===== src/rtl/dilithium_pkg.sv =====
// rtl/dilithium_pkg.sv - Dilithium modulus constants, coefficient type and Barrett constant helper
package dilithium_pkg;

   localparam int unsigned DIL_Q = 8380417;
   localparam int          DIL_K = $clog2(DIL_Q);

   // MU = floor(2^(2K) / q), kept in 64 bits so any q < 2^31 is exact
   function automatic logic [63:0] barrett_mu(input logic [63:0] q, input int k);
      return (64'd1 << (2 * k)) / q;
   endfunction

   localparam logic [63:0] DIL_MU = barrett_mu(64'(DIL_Q), DIL_K);

   typedef logic [23:0] coeff_t;

endpackage


===== src/rtl/modular_mul_pipe_barrett_lane.sv =====
// rtl/modular_mul_pipe_barrett_lane.sv - one lane of the 3-stage Barrett modular multiplier
// MODMUL_ACC_EN adds addend port a so the lane computes (x*y + a) mod Q.
module barrett_lane
   import dilithium_pkg::*;
#(
   parameter int unsigned Q      = DIL_Q,
   parameter int          DATA_W = $bits(coeff_t),
   parameter int          K      = $clog2(Q)
) (
   input  logic              clk,
   input  logic              rst_n,
   input  logic              en,
   input  logic [DATA_W-1:0] x,
   input  logic [DATA_W-1:0] y,
`ifdef MODMUL_ACC_EN
   input  logic [DATA_W-1:0] a,
`endif
   output logic [DATA_W-1:0] z
);

   localparam int PW = 2 * K;
   localparam int MW = K + 1;
   localparam int RW = K + 2;
   localparam logic [63:0]   MU64 = barrett_mu(64'(Q), K);
   localparam logic [MW-1:0] MU   = MW'(MU64);
   localparam logic [RW-1:0] Q_R  = RW'(Q);

   logic [2*DATA_W-1:0] xy;
   logic [PW+MW-1:0]    prod;
   logic [PW-1:0]       p1, p2;
   logic [MW-1:0]       qhat, q2;
   logic [RW-1:0]       qq, r0, r1, r2;

`ifdef MODMUL_ACC_EN
   assign xy = (2*DATA_W)'(x) * (2*DATA_W)'(y) + (2*DATA_W)'(a);
`else
   assign xy = (2*DATA_W)'(x) * (2*DATA_W)'(y);
`endif

   assign prod = (PW+MW)'(p1) * (PW+MW)'(MU);
   assign qhat = MW'(prod >> PW);

   // qhat underestimates floor(p/Q) by at most 2, so r < 3Q fits in K+2 bits
   always_comb begin
      qq = RW'(q2) * Q_R;
      r0 = RW'(p2) - qq;
      r1 = (r0 >= Q_R) ? r0 - Q_R : r0;
      r2 = (r1 >= Q_R) ? r1 - Q_R : r1;
   end

   always_ff @(posedge clk or negedge rst_n) begin
      if (!rst_n) begin
         p1 <= '0;
         p2 <= '0;
         q2 <= '0;
         z  <= '0;
      end else if (en) begin
         p1 <= PW'(xy);
         p2 <= p1;
         q2 <= qhat;
         z  <= DATA_W'(K'(r2));
      end
   end

endmodule


===== src/rtl/modular_mul_pipe.sv =====
// rtl/modular_mul_pipe.sv - pipelined multi-lane modular multiplier z = (x*y) mod Q with tag sideband
// MODMUL_ACC_EN adds per-lane addend a_i and computes z = (x*y + a) mod Q.
module modular_mul_pipe
   import dilithium_pkg::*;
#(
   parameter int unsigned Q      = DIL_Q,
   parameter int          DATA_W = $bits(coeff_t),
   parameter int          LANES  = 1,
   parameter int          TAG_W  = 8
) (
   input  logic                         clk_i,
   input  logic                         rst_ni,
   input  logic                         in_valid_i,
   output logic                         in_ready_o,
   input  logic [LANES-1:0][DATA_W-1:0] x_i,
   input  logic [LANES-1:0][DATA_W-1:0] y_i,
`ifdef MODMUL_ACC_EN
   input  logic [LANES-1:0][DATA_W-1:0] a_i,
`endif
   input  logic [TAG_W-1:0]             tag_i,
   output logic                         out_valid_o,
   input  logic                         out_ready_i,
   output logic [LANES-1:0][DATA_W-1:0] z_o,
   output logic [TAG_W-1:0]             tag_o
);

   localparam int K = $clog2(Q);

   logic             adv;
   logic             v1, v2, v3;
   logic [TAG_W-1:0] tag1, tag2, tag3;

   // Whole pipe freezes only when the output stage holds an undelivered beat
   assign adv         = !v3 || out_ready_i;
   assign in_ready_o  = adv;
   assign out_valid_o = v3;
   assign tag_o       = tag3;

   always_ff @(posedge clk_i or negedge rst_ni) begin
      if (!rst_ni) begin
         v1   <= 1'b0;
         v2   <= 1'b0;
         v3   <= 1'b0;
         tag1 <= '0;
         tag2 <= '0;
         tag3 <= '0;
      end else if (adv) begin
         v1   <= in_valid_i;
         v2   <= v1;
         v3   <= v2;
         tag1 <= tag_i;
         tag2 <= tag1;
         tag3 <= tag2;
      end
   end

   for (genvar l = 0; l < LANES; l++) begin : g_lane
      barrett_lane #(
         .Q      (Q),
         .DATA_W (DATA_W),
         .K      (K)
      ) u_lane (
         .clk   (clk_i),
         .rst_n (rst_ni),
         .en    (adv),
         .x     (x_i[l]),
         .y     (y_i[l]),
`ifdef MODMUL_ACC_EN
         .a     (a_i[l]),
`endif
         .z     (z_o[l])
      );
   end

endmodule


===== config.mk =====
export PLATFORM = sky130hd
export DESIGN_NAME = modular_mul_pipe
export DESIGN_NICKNAME = d
export VERILOG_FILES = /design/src/rtl/dilithium_pkg.sv /design/src/rtl/modular_mul_pipe_barrett_lane.sv /design/src/rtl/modular_mul_pipe.sv
export SDC_FILE = /design/constraint.sdc
export NUM_CORES = 2
export LEC_CHECK = 0
export ABC_AREA = 1
export CORE_ASPECT_RATIO = 1.75
export CORE_UTILIZATION = 50
export CTS_BUF_LIST = sky130_fd_sc_hd__clkbuf_16
export CTS_CLUSTER_DIAMETER = 200
export CTS_CLUSTER_SIZE = 28
export DETAILED_ROUTE_END_ITERATION = 8
export PLACE_DENSITY = 0.67
export SKIP_CTS_REPAIR_TIMING = 1
export SKIP_LAST_GASP = 1
export SLEW_MARGIN = 15
export SYNTH_ARGS = -nofsm -noshare
export SYNTH_HDL_FRONTEND = slang
export SYNTH_HIERARCHICAL = 1
export SYNTH_SLANG_ARGS = --single-unit

===== constraint.sdc =====
create_clock -name clk_i -period 10.5 [get_ports clk_i]
set_clock_uncertainty 0.15 [all_clocks]
set_input_delay 1.05 -clock clk_i [delete_from_list [all_inputs] [get_ports clk_i]]
set_output_delay 1.05 -clock clk_i [all_outputs]
set_load 0.02 [all_outputs]

==> impl_results.md <==
- First-pass GRT wire length: 191000 µm
- Period utilisation layout: slightly below 90%
- Total CTS buffers: 17
- Worst slack, placed: 1090 ps
- Final min period: 9120 ps
- Antenna violations before repair: 2
- Setup slack after layout: 1380 ps
- Initial Util: 50.6%
- Type of origin of the critical path: primary input
- Drt wl/cell: slightly above 20 µm
- Top FF cell, synth: dfrtp_1
- DRC errors left: 0
- Yosys top cell area share: 33.3%
- CTS tree: built
- Post-synth top area cell: fa_1
- Top cells by count, synth: nand2_1 (1319), inv_1 (1218), fa_1 (644)
- Syn nets: ~6200
- Via density: 5.41
- Maximum clock frequency: 110 MHz
- Critical path's most frequent cell: fa_1
- 1st-pass router iterations: 5
- # setup viols final: 0
- Worst path slowest cell: clkdlybuf4s50_1
- Unrepaired setup endpoints after global routing: false
- Die Ht: 370 µm
- Post-synth EDFFs: 0
- Max Slew Vio Count: 0
- H-tree Lvls: 4
- YS warnings: 6
- Gr usage total: 32.8%
- Syn Area/Cell: 7.72 µm²
- Async SR Flop Fraction: 100%
- Netlist cell types: 55
- R2r worst-path depth: 30
- # Max-Cap Violations: 0
- Mapped cell area: 38700 µm²
- Largest net degree at the start of global routing: 93
- #FFs+latches synth: roughly 150
- # fillers: between 7000 and 8000
- DP HPWL: between 100000 and 150000 µm
- P&R area growth vs syn: 6.78%
- Clock Sinks: 145
- Final Cell Area: 41300 µm²
- Max incr delay on CP: 1130 ps
- Worst Path Max Fanout: 15
- Mapped Cells: around 5000
- GRT Residual Overflow: 0
- Port Buf Inserts: 92
- Drt total wl: roughly 120000 µm
- Slew Limit Headroom: 18.7%
- Vias post-DR: 32900
- Final ANT Viol Nets: 0
- Die area: 78500 µm²
- Sequential fraction of the synthesis area: a little under a tenth
- Placed Area: 40700 µm²
- Setup TNS: 0 ps
- Worst-Skew Late Latency: 460 ps
- Initial drt markers: around 1900
- Share of layout cells above drive strength 1: under 10%
- Final Hold Viols: 0
- Hold Path Depth: 2
- Core Rows: 134
- Status: finished clean
- Kind of critical path: in -> reg
- GPL Wtd Cong: 1.05
- IO Pins: 94
- Setup crit end kind: flip-flop
- Core Footprint: 76500 µm²
- Pin slew with the least headroom to its limit: 1220 ps
- Clock-pin slew on the worst setup and hold paths: 60 ps
- CTS Root Buffer Type: clkbuf_16
- HP Class: reg -> reg
- Most area-consuming cells after synthesis: fa_1 (33%), ha_1 (16%), nand2_1 (13%)
- Data arrival time of the critical path: 9310 ps
- Final core utilization: ~54%
- Data required time at the worst endpoint: 10690 ps
- Nets: 6227
- Top-count cell post-synth: nand2_1
- Die Span X: 212 µm
- Number of global-route vias before repair: 35100
- Max Root-Sink Buffers: 2
[per-stage QoR]
stage | hold slack, ps | cells
final | 312 | 6077
after global routing | 336 | 6077
after CTS | 318 | 6076
after detailed placement | 301 | 6044
after global placement | 298 | 6044
after floorplan | 285 | 5008
[layout by cell type (no fill, tap or decap), types with 12 or more instances in the layout]
cell / netlist / layout
a21oi_1: 162 / 162
xor2_1: 44 / 44
ha_1: 480 / 480
o21a_1: 14 / 14
dfrtp_1: 145 / 145
nand4_1: 76 / 76
inv_1: 1218 / 1218
buf_4: 10 / 72
nor3_1: 22 / 22
nor2_1: 196 / 196
fa_1: 644 / 644
clkdlybuf4s50_1: 0 / 90
o21ai_0: 156 / 156
nor2_2: 16 / 16
o211ai_1: 12 / 12
a31oi_1: 17 / 17
or2_2: 17 / 17
clkbuf_16: 0 / 17
inv_2: 16 / 16
nand2_1: 1319 / 1319
xnor2_1: 38 / 38
nand2_2: 24 / 24
nand3_1: 148 / 148
[worst max-delay path: cells and delay by family]
kind,cells,cell delay (ps)
compound gates,8,1930
fa+ha+maj,8,3830
buf+inv,8,1820
simple gates,6,650
[cells by family (layout without fill, tap and decap cells)]
family                   count (synthesis)  in the layout  share of synthesized area [%]
buffers and inverters                 1385           1433                           13.8
XOR/XNOR                                85             85                           2.01
AO/OA/AOI/OAI                          409            409                           5.85
adder cells (fa/ha/maj)               1124           1124                           48.9
flip-flops                             145            145                           9.38
other                                    1              2                        0.00970
AND/OR/NAND/NOR                       1859           1859                           20.1
[final cells by class]
cell class / count / area, µm² / area share, %
Clock inverter: 15 / 148 / 0.358
Multi-Input combinational cell: 3478 / 29700 / 71.9
Clock buffer: 17 / 425 / 1.03
Timing Repair Buffer: 164 / 1460 / 3.53
Tap cell: 1020 / 1280 / 3.09
Inverter: 1237 / 4650 / 11.3
Sequential cell: 145 / 3630 / 8.79
Antenna cell: 1 / 2.50 / 0.00606
[per-layer routing]
layer | vias to the layer above | routed length [µm] | track usage (%)
li1 | 15100 | - | -
met1 | 15900 | 38000 | 30.0
met2 | 1260 | 63100 | 59.4
met3 | 626 | 6290 | 4.66
met4 | 2 | 15700 | 34.6
met5 | - | 13 | 0
[state kept, by name, summed over array words and instances, names as in the netlist]
name              cells
g_lane.u_lane/p1     46
g_lane.u_lane/p2     25
g_lane.u_lane/q2     24
g_lane.u_lane/z      23
tag1                  8
tag2                  8
tag_o                 8
out_valid_o           1
v1                    1
v2                    1
[worst paths after layout]
check | startpoint | end | slack (ps)
max in group asynchronous | rst_ni | tag1[4] | 8040
min reg2reg | v2 | out_valid_o | 310
max reg2reg | g_lane[0].u_lane/q2[5] | g_lane[0].u_lane/z[20] | 1640
max | y_i[3] | g_lane[0].u_lane/p1[38] | 1380
min | v2 | out_valid_o | 310
min in group asynchronous | rst_ni | g_lane[0].u_lane/p1[0] | 350
Power is not shown: default switching activity piles up to over one toggle a cycle in this logic, so the estimate is an artifact.
